### src/rtl/warp_issue_tracker.sv
// warp_issue_tracker: per-warp issue eligibility, grant cooldown and outstanding memory-op tracking
module warp_issue_tracker #(
    parameter int NUM_WARPS_PER_SM = 4,
    parameter int ISSUE_LATENCY    = 3,
    parameter int MAX_PENDING      = 3,
    localparam int IDX_W  = (NUM_WARPS_PER_SM > 1) ? $clog2(NUM_WARPS_PER_SM) : 1,
    localparam int PEND_W = $clog2(MAX_PENDING + 1)
) (
    input  logic                               clk,
    input  logic                               reset_n,
    input  logic [NUM_WARPS_PER_SM-1:0]        warp_enable,
    input  logic [NUM_WARPS_PER_SM-1:0]        stall,
    output logic [NUM_WARPS_PER_SM-1:0]        request,
    input  logic [NUM_WARPS_PER_SM-1:0]        grantOH,
    input  logic                               grant_is_mem,
    input  logic                               mem_done_valid,
    input  logic [IDX_W-1:0]                   mem_done_warp,
    output logic                               issue_valid,
    output logic [IDX_W-1:0]                   issue_warp,
    output logic                               err_grant,
    output logic                               err_done,
    output logic [NUM_WARPS_PER_SM*PEND_W-1:0] pending_cnt,
    output logic                               sm_idle
);
    localparam int N = NUM_WARPS_PER_SM;
    localparam int CNT_W = (ISSUE_LATENCY > 2) ? $clog2(ISSUE_LATENCY) : 1;
    localparam logic [CNT_W-1:0] COOL_LOAD = CNT_W'((ISSUE_LATENCY > 1) ? ISSUE_LATENCY - 2 : 0);
    localparam logic [PEND_W-1:0] PEND_MAX = PEND_W'(MAX_PENDING);

    typedef enum logic [1:0] {IDLE, READY, COOL} state_t;

    state_t            state_q [N];
    state_t            state_d [N];
    logic [CNT_W-1:0]  cnt_q [N];
    logic [CNT_W-1:0]  cnt_d [N];
    logic [PEND_W-1:0] pend_q [N];
    logic [PEND_W-1:0] pend_d [N];
    logic              issue_valid_q, issue_valid_d;
    logic [IDX_W-1:0]  issue_warp_q, issue_warp_d;
    logic              err_grant_q, err_grant_d;
    logic              err_done_q, err_done_d;
    logic              sm_idle_q, sm_idle_d;
    logic              grant_ok, done_ok, g, d, m;

    // request is a function of registered state and stall only, never of grantOH
    always_comb begin
        request = '0;
        for (int i = 0; i < N; i++) begin
            request[i] = (state_q[i] == READY) & ~stall[i] & (pend_q[i] < PEND_MAX);
            pending_cnt[i*PEND_W +: PEND_W] = pend_q[i];
        end
    end

    // validate the grant, update per-warp FSMs, cooldowns and pending counters
    always_comb begin
        grant_ok = ((grantOH & (grantOH - N'(1))) == '0) && ((grantOH & ~request) == '0);
        done_ok = mem_done_valid && (32'(mem_done_warp) < N) && (pend_q[mem_done_warp] != '0);
        issue_valid_d = grant_ok && (grantOH != '0);
        issue_warp_d = '0;
        err_grant_d = !grant_ok;
        err_done_d = mem_done_valid && !done_ok;
        sm_idle_d = 1'b1;
        g = 1'b0;
        d = 1'b0;
        m = 1'b0;
        for (int i = 0; i < N; i++) begin
            if (grantOH[i]) issue_warp_d = IDX_W'(i);
            g = issue_valid_d && grantOH[i];
            m = g && grant_is_mem;
            d = done_ok && (32'(mem_done_warp) == i);
            pend_d[i] = (m && !d) ? pend_q[i] + PEND_W'(1) :
                        (d && !m) ? pend_q[i] - PEND_W'(1) : pend_q[i];
            state_d[i] = !warp_enable[i] ? IDLE :
                         g ? ((ISSUE_LATENCY == 1) ? READY : COOL) :
                         (state_q[i] == IDLE || (state_q[i] == COOL && cnt_q[i] == '0)) ? READY :
                         state_q[i];
            cnt_d[i] = !warp_enable[i] ? '0 :
                       g ? COOL_LOAD :
                       (state_q[i] == COOL && cnt_q[i] != '0) ? cnt_q[i] - CNT_W'(1) : cnt_q[i];
            if (state_d[i] != IDLE || pend_d[i] != '0) sm_idle_d = 1'b0;
        end
    end

    // state and output registers, cleared asynchronously
    always_ff @(posedge clk or negedge reset_n) begin
        if (!reset_n) begin
            for (int i = 0; i < N; i++) begin
                state_q[i] <= IDLE;
                cnt_q[i]   <= '0;
                pend_q[i]  <= '0;
            end
            issue_valid_q <= 1'b0;
            issue_warp_q  <= '0;
            err_grant_q   <= 1'b0;
            err_done_q    <= 1'b0;
            sm_idle_q     <= 1'b1;
        end else begin
            for (int i = 0; i < N; i++) begin
                state_q[i] <= state_d[i];
                cnt_q[i]   <= cnt_d[i];
                pend_q[i]  <= pend_d[i];
            end
            issue_valid_q <= issue_valid_d;
            issue_warp_q  <= issue_warp_d;
            err_grant_q   <= err_grant_d;
            err_done_q    <= err_done_d;
            sm_idle_q     <= sm_idle_d;
        end
    end

    assign issue_valid = issue_valid_q;
    assign issue_warp  = issue_warp_q;
    assign err_grant   = err_grant_q;
    assign err_done    = err_done_q;
    assign sm_idle     = sm_idle_q;
endmodule

### config.mk
export PLATFORM = sky130hd
export DESIGN_NAME = warp_issue_tracker
export DESIGN_NICKNAME = d
export VERILOG_FILES = /design/src/rtl/warp_issue_tracker.sv
export SDC_FILE = /design/constraint.sdc
export NUM_CORES = 1
export LEC_CHECK = 0
export ABC_CLOCK_PERIOD_IN_PS = 3000
export CAP_MARGIN = 40
export CORE_UTILIZATION = 46
export CTS_CLUSTER_SIZE = 20
export DETAILED_ROUTE_END_ITERATION = 10
export PLACE_DENSITY = 0.82
export SETUP_SLACK_MARGIN = 0.2
export SLEW_MARGIN = 20
export SYNTH_ARGS = -nofsm -noshare
export SYNTH_HDL_FRONTEND = slang
export SYNTH_SLANG_ARGS = --single-unit
export TNS_END_PERCENT = 5
### constraint.sdc
create_clock -name clk -period 3 [get_ports clk]
set_clock_uncertainty 0.05 [all_clocks]
set_input_delay 0.75 -clock clk [delete_from_list [all_inputs] [get_ports clk]]
set_output_delay 0.75 -clock clk [all_outputs]
set_load 0.005 [all_outputs]
==> results.md <==
* Metal2 WL at 2200 um
* Switch Pwr at ~470 uW
* DRT Wirelength at 4430 um
* Max cap viols at 0
* Root Buffer: clkbuf_8
* Clock sink total at 30
* Pint at 990 uW
* DP HPWL at between 2000 and 3000 um
* Outcome: finished clean
* M1 WL at slightly below 2000 um
* Switching Fraction at 32.4%
* Highest Signal Layer: met4
* Class of the worst hold path: flip-flop to flip-flop
* Clk pwr share at approximately a quarter
* Worst EP required at 2.20 ns
* Avg Synthesized Cell Area at 10.1 sq um
* Slew Viols, Final at 0
* Clock-pin slew on the worst setup and hold paths at approximately 0.06 ns
* Met3 wire length at approximately 250 um
* Post-synth EDFFs at 0
* Crit path from: stall[0]
* Max VDD drop at ~0.42 mV
* Mapped Cells at approximately 170
* Initial Util at 49.8%
* CTS buffer count at 5
* IO Port Bufs at 35
* Seq pwr share at about 36%
* Finished Layout Cells at 296
* Syn nets at roughly 200
* CTS hold repair buffers at 0
* Nets at 275
* GRT Overall Usage at a little under a quarter
* TNS Setup at 0 ns
* Fill count at ~230
* Kind of critical path: primary input to primary output
* Reg2Reg Setup Slack at around 0.25 ns
* Final worst path period share at a little over nine tenths
* Final core occ at between 70% and 80%
* DRC Markers at 0
* Synth Cell Area at between 1500 and 2000 sq um
* Vias per cell at 5.36
* Die Footprint at about 4000 sq um
* Gr ovfl total at 0
* Placed Cells at 278
* Main synth FF type: dfrtp_1
* Clock buffer depth at 2
* Largest cells by area after synthesis: dfrtp_1 42%, ha_1 5.8%, a21boi_0 3.5%
* Final ANT Viol Nets at 0
* DR vias at ~1600
* Vias in the first global route at roughly 1600
* First-pass GRT wire length at around 7300 um
* P&R area growth vs syn at 51.4%
* Post-synthesis cell type count at between 50 and 60
* RR Startpoint: pending_cnt[5]
* Die X at between 60 and 70 um
* CTS tree: built
* Combinational fraction of design power at 37.7%
* Flops & latches, synth at 30
* Site Rows at 21
* Post-synthesis mux area share at 2.90%
* Setup WS pre-CTS at -0.359 ns
* Post-Synth Simple-Gate Area at a little over a fifth
* Initial DRC count at 93
* Final setup viols at 0
* Transition time at the pin with the least slew margin at 0.487 ns
* Synth top area share at between 40% and 50%
* Worst Hold Launch: cnt_q[7]
* Antenna violations before repair at 0
* Slew margin rel. at 67.4%
* Compound-gate portion of the synthesized area at 16.5%
* XOR/XNOR Fraction of Synth Area at under 10%
* Adder and majority gate portion of the synthesized area at under 10%
* Worst Setup Slack, final at ~0.19 ns
* Layout cells sized above 1 at 28.0%
* Largest net degree at the start of global routing at 31
* Crit Path Max Fanout at 2
* # IOs at 36
* Main combinational cell family by area after synthesis: simple AND/OR/NAND/NOR gates
* Final GP Congestion at about 0.85
* PwrDens at between 500 and 600 nW/um^2
* Clock H-tree levels at 2
* Max frequency at between 0.3 and 0.4 GHz
* Worst setup SP type: primary input
* Total core area at 3470 sq um
* RSZ-0062 raised after global routing: yes
* Post-layout min period at 2.81 ns
* Per-cell routed wire length at around 15 um
* Worst Path Arrival at 2.01 ns
* Seq/Total Area, Yosys at between 40% and 50%
* Final Hold Vio Count at 0
* Chip height at 63.3 um
* Endpoint class of the critical path: primary output
* DRT Pass-1 Iters at 4
* Synth area leader: dfrtp_1
* Synth Warn # at 0
* Synth async-reset ratio at 100%
* P_leak at roughly 0.0012 uW
* Clock Latency Late Sink at roughly 0.28 ns
* Inserted Diodes at 0
-- cells in the final DEF (no fill, tap or decap), drive strengths merged, types with 5 or more instances in the layout --
| cell type | netlist | layout |
|---|---|---|
| mux2i | 5 | 5 |
| clkdlybuf4s50 | 0 | 25 |
| buf | 1 | 40 |
| ha | 8 | 8 |
| nand2 | 10 | 10 |
| o21ai | 8 | 8 |
| dlygate4sd2 | 0 | 6 |
| a21boi | 8 | 8 |
| clkbuf | 2 | 8 |
| dfrtp | 29 | 29 |
| nor3b | 5 | 5 |
| inv | 16 | 16 |
| nor2 | 11 | 11 |
| nand3 | 7 | 7 |
-- registers in the layout (all words and copies together) (netlist names) --
signal,cells
issue_warp,2
sm_idle,1
err_done,1
issue_valid,1
err_grant,1
state_q,8
pending_cnt,8
cnt_q,8
-- path summary, 6_finish.rpt --
check / endpoint / depth (start not counted)
setup / recovery: request[0] / 3
hold / removal: cnt_q[7] / 2
setup reg to reg: sm_idle / 7
hold reg to reg: cnt_q[7] / 2
max in group asynchronous: sm_idle / 2
min in group asynchronous: cnt_q[3] / 2
-- layer usage --
layer  GRT usage [%]  up-vias
met5               0        -
met4            9.38        0
met3            5.98        4
met2            40.6       52
met1            28.4      759
li1                -      772
-- critical path, stage by stage --
cell,delay [ns]
clkdlybuf4s50_1,0.44
nor4b_4,0.28
clkdlybuf4s50_1,0.54
-- kinds of logic after synthesis --
family | Yosys count
and+or+nand+nor | 61
AOI/OAI and AO/OA | 39
DFF | 30
buffers and inverters | 19
adders and majority gates | 9
xor gates and xnor gates | 8
muxes | 5
-- timing repair --
| item | in CTS | in global routing |
|---|---|---|
| resized for setup | 20 | 8 |
| pin swaps | 10 | 7 |
| setup endpoints to repair | 5 | 4 |
| setup buffers | 7 | 3 |
-- power groups by stage --
stage               logic (uW)  registers [uW]  clock network (uW)
finish                     552             527                 385
global route               599             535                 406
CTS                        527             524                 389
detailed placement         504             530                   0
global placement           482             526                   0
floorplan                  228             530                   0
-- metrics by stage --
step / total power (uW) / hold slack, ns / instance area, sq um
2_1_floorplan: 758 / 0.404 / 1730
3_3_place_gp: 1010 / 0.495 / 2330
3_5_place_dp: 1030 / 0.507 / 2330
4_1_cts: 1440 / 0.512 / 2550
5_1_grt: 1540 / 0.536 / 2620
6_report: 1460 / 0.516 / 2620
-- area by class of cell --
type,instances,area (sq um),share of cell area [%]
Multi-Input combinational cell,122,998,38.2
Sequential cell,30,752,28.7
Timing Repair Buffer,74,638,24.4
Clock buffer,8,110,4.21
Inverter,16,60.1,2.30
Tap cell,46,57.6,2.20
-- synth_stat cells, types with 2 or more instances --
cell	n
nor4b_2	2
nor2_1	11
nor2b_1	3
a31oi_1	2
xor2_1	4
nor4b_1	2
a21oi_1	4
nand3b_1	2
o21ai_0	8
mux2i_1	5
nor3b_1	5
inv_1	16
or4_1	2
and3_1	4
a211oi_1	3
a21boi_0	8
xnor2_1	4
nand3_1	6
o211a_1	2
ha_1	8
dfrtp_1	29
nand2_1	10
nor3_1	2
Note: power is estimated with default switching activity, not from simulation.
==> RTL change (same settings) <==
`MAX_PENDING`: 3 -> 2.
--- a/src/rtl/warp_issue_tracker.sv
+++ b/src/rtl/warp_issue_tracker.sv
@@ -4,3 +4,3 @@
     parameter int ISSUE_LATENCY    = 3,
-    parameter int MAX_PENDING      = 3,
+    parameter int MAX_PENDING      = 2,
     localparam int IDX_W  = (NUM_WARPS_PER_SM > 1) ? $clog2(NUM_WARPS_PER_SM) : 1,
Formal check against the unedited RTL: not equivalent (a bounded check fails within 10 cycles, from zero or initial values and one cycle with reset_n low).
==> RTL change against the original RTL <==
  * Wire length fell by 23%
  * Hold slack better by 8.5 ps
  * Sequential cell count did not move
  * Critical path depth is the same
  * Worst setup slack worse by 14 ps
  * Area after synthesis shrank 6.2%
  * Cell count fell by 16%
  * Design area is 18% lower
  * Largest cell class unchanged
Power is not compared: it rests on default switching activity, and its combinational part moved more than twofold at a synthesized area within 25%.
==> RTL change: results (changes against the original RTL) <==
- Register area share after synthesis: 0.464 (was 0.435)
- Footprint of the multi-input gates: 796 µm² (was 998 µm²)
- Post-synthesis adder-cell area fraction: 0.0309 (was 0.0637)
- PwrDens: 402 nW/µm²
- Dpl ws: 3.03 ps (was -359 ps)
- Fin area: 2150 µm² (was 2620 µm²)
- Net Count, Synth: 178 (was 197)
- Non-Filler Instances: 250 (was 296)
- Grt met1 use: 0.244 (was 0.284)
- Multi-input logic cell count: 107 (was 122)
- Reg2reg setup slack: 1220 ps (was 250 ps)
- Bufs w/o clock: 41 (was 74)
- Cell variety after synth: 40 (was 52)
- Mapped cell area: 1620 µm² (was 1730 µm²)
- Gpl congestion: 0.752 (was 0.846)
- Met3 GRT Util: 0.0672 (was 0.0598)
- Relative slew slack: 0.631 (was 0.674)
- CTS H-tree depth: 2 (unchanged)
- Synth Area in Compound Gates: 0.153 (was 0.165)
- Post-CTS setup buffers: 0 (was 7)
- Post-CTS sizing: 1 (was 20)
- Synth Area in XOR/XNOR: 0.0432 (was 0.0406)
- Layout clock buffer count: 5 (was 8)
- Layout cells sized above 1: 0.127 (was 0.280)
- Crit. Startpoint: stall[2] (was stall[0])
- Multiplexer share of the synthesized area: 0.00695 (was 0.0290)
- Wire length per cell: 13.6 µm (was 15.0 µm)
- First-pass GRT wire length: 5580 µm (was 7270 µm)
- Synth warnings: 0 (unchanged)
- GRT Overall Usage: 0.206 (was 0.237)
- Reg-to-reg endpoint: pending_cnt[0]$_DFF_PN0_ (was sm_idle$_DFF_PN1_)
- CP arrival: 2030 ps (was 2010 ps)
- Initial DRC count: 34 (was 93)
- Max incr delay on CP: 540 ps (about the same)
- Final nets: 225 (was 275)
- R2R Path Start: pending_cnt[1]$_DFF_PN0_ (was pending_cnt[5]$_DFF_PN0_)
- DP Area: 2050 µm² (was 2330 µm²)
- Met1 Routed Length: 1480 µm (was 1930 µm)
- Number of cells in the design after placement: 240 (was 278)
- Worst setup path end: request[2] (was request[0])
- HPWL Detailed: 2660 µm (was 2960 µm)
- Syn_area_per_cell: 10.4 µm² (was 10.1 µm²)
- Final worst slack: 172 ps (was 186 ps)
- Layout non-clock buf frac: 0.185 (was 0.244)
- Vias/cell: 5.16 (was 5.36)
- Clk slew on worst S/H paths: 90 ps (was 60 ps)
- Skew-Pair Late Insertion Delay: 330 ps (was 280 ps)
- Met2 Use GR: 0.351 (was 0.406)
- Fill count: 288 (was 232)
- Largest cells by area after synthesis: dfrtp_1 45%, a21boi_1 4.6%, nor4b_4 4.4% (was dfrtp_1 42%, ha_1 5.8%, a21boi_0 3.5%)
- Non-clock inverters: 18 (was 16)
- VDD IR max: 0.234 mV
- Clk tree area frac: 0.0361 (was 0.0421)
- Outcome: finished clean (unchanged)
RTL change: cell types whose count changed after synthesis, moves of 4 or more:
cell and change:
a21boi_0 -8, a21boi_1 +10, ha_1 -4, mux2i_1 -5, nand3_1 -5, o21ai_1 +6
RTL change: how the worst min path moves through the flow:
| stage | startpoint | to | slack, ps | cells after the start |
|---|---|---|---|---|
| final | cnt_q[3]$_DFFE_PN0P_ | cnt_q[3]$_DFFE_PN0P_ | 520 | 2 |
| after global routing | cnt_q[3]$_DFFE_PN0P_ | cnt_q[3]$_DFFE_PN0P_ | 550 | 2 |
| after CTS | cnt_q[3]$_DFFE_PN0P_ | cnt_q[3]$_DFFE_PN0P_ | 530 | 2 |
| after detailed placement | cnt_q[4]$_DFFE_PN0P_ | cnt_q[4]$_DFFE_PN0P_ | 510 | 2 |
| after global placement | cnt_q[3]$_DFFE_PN0P_ | cnt_q[3]$_DFFE_PN0P_ | 490 | 2 |
| after floorplan | reset_n | cnt_q[0]$_DFFE_PN0P_ | 400 | 0 |
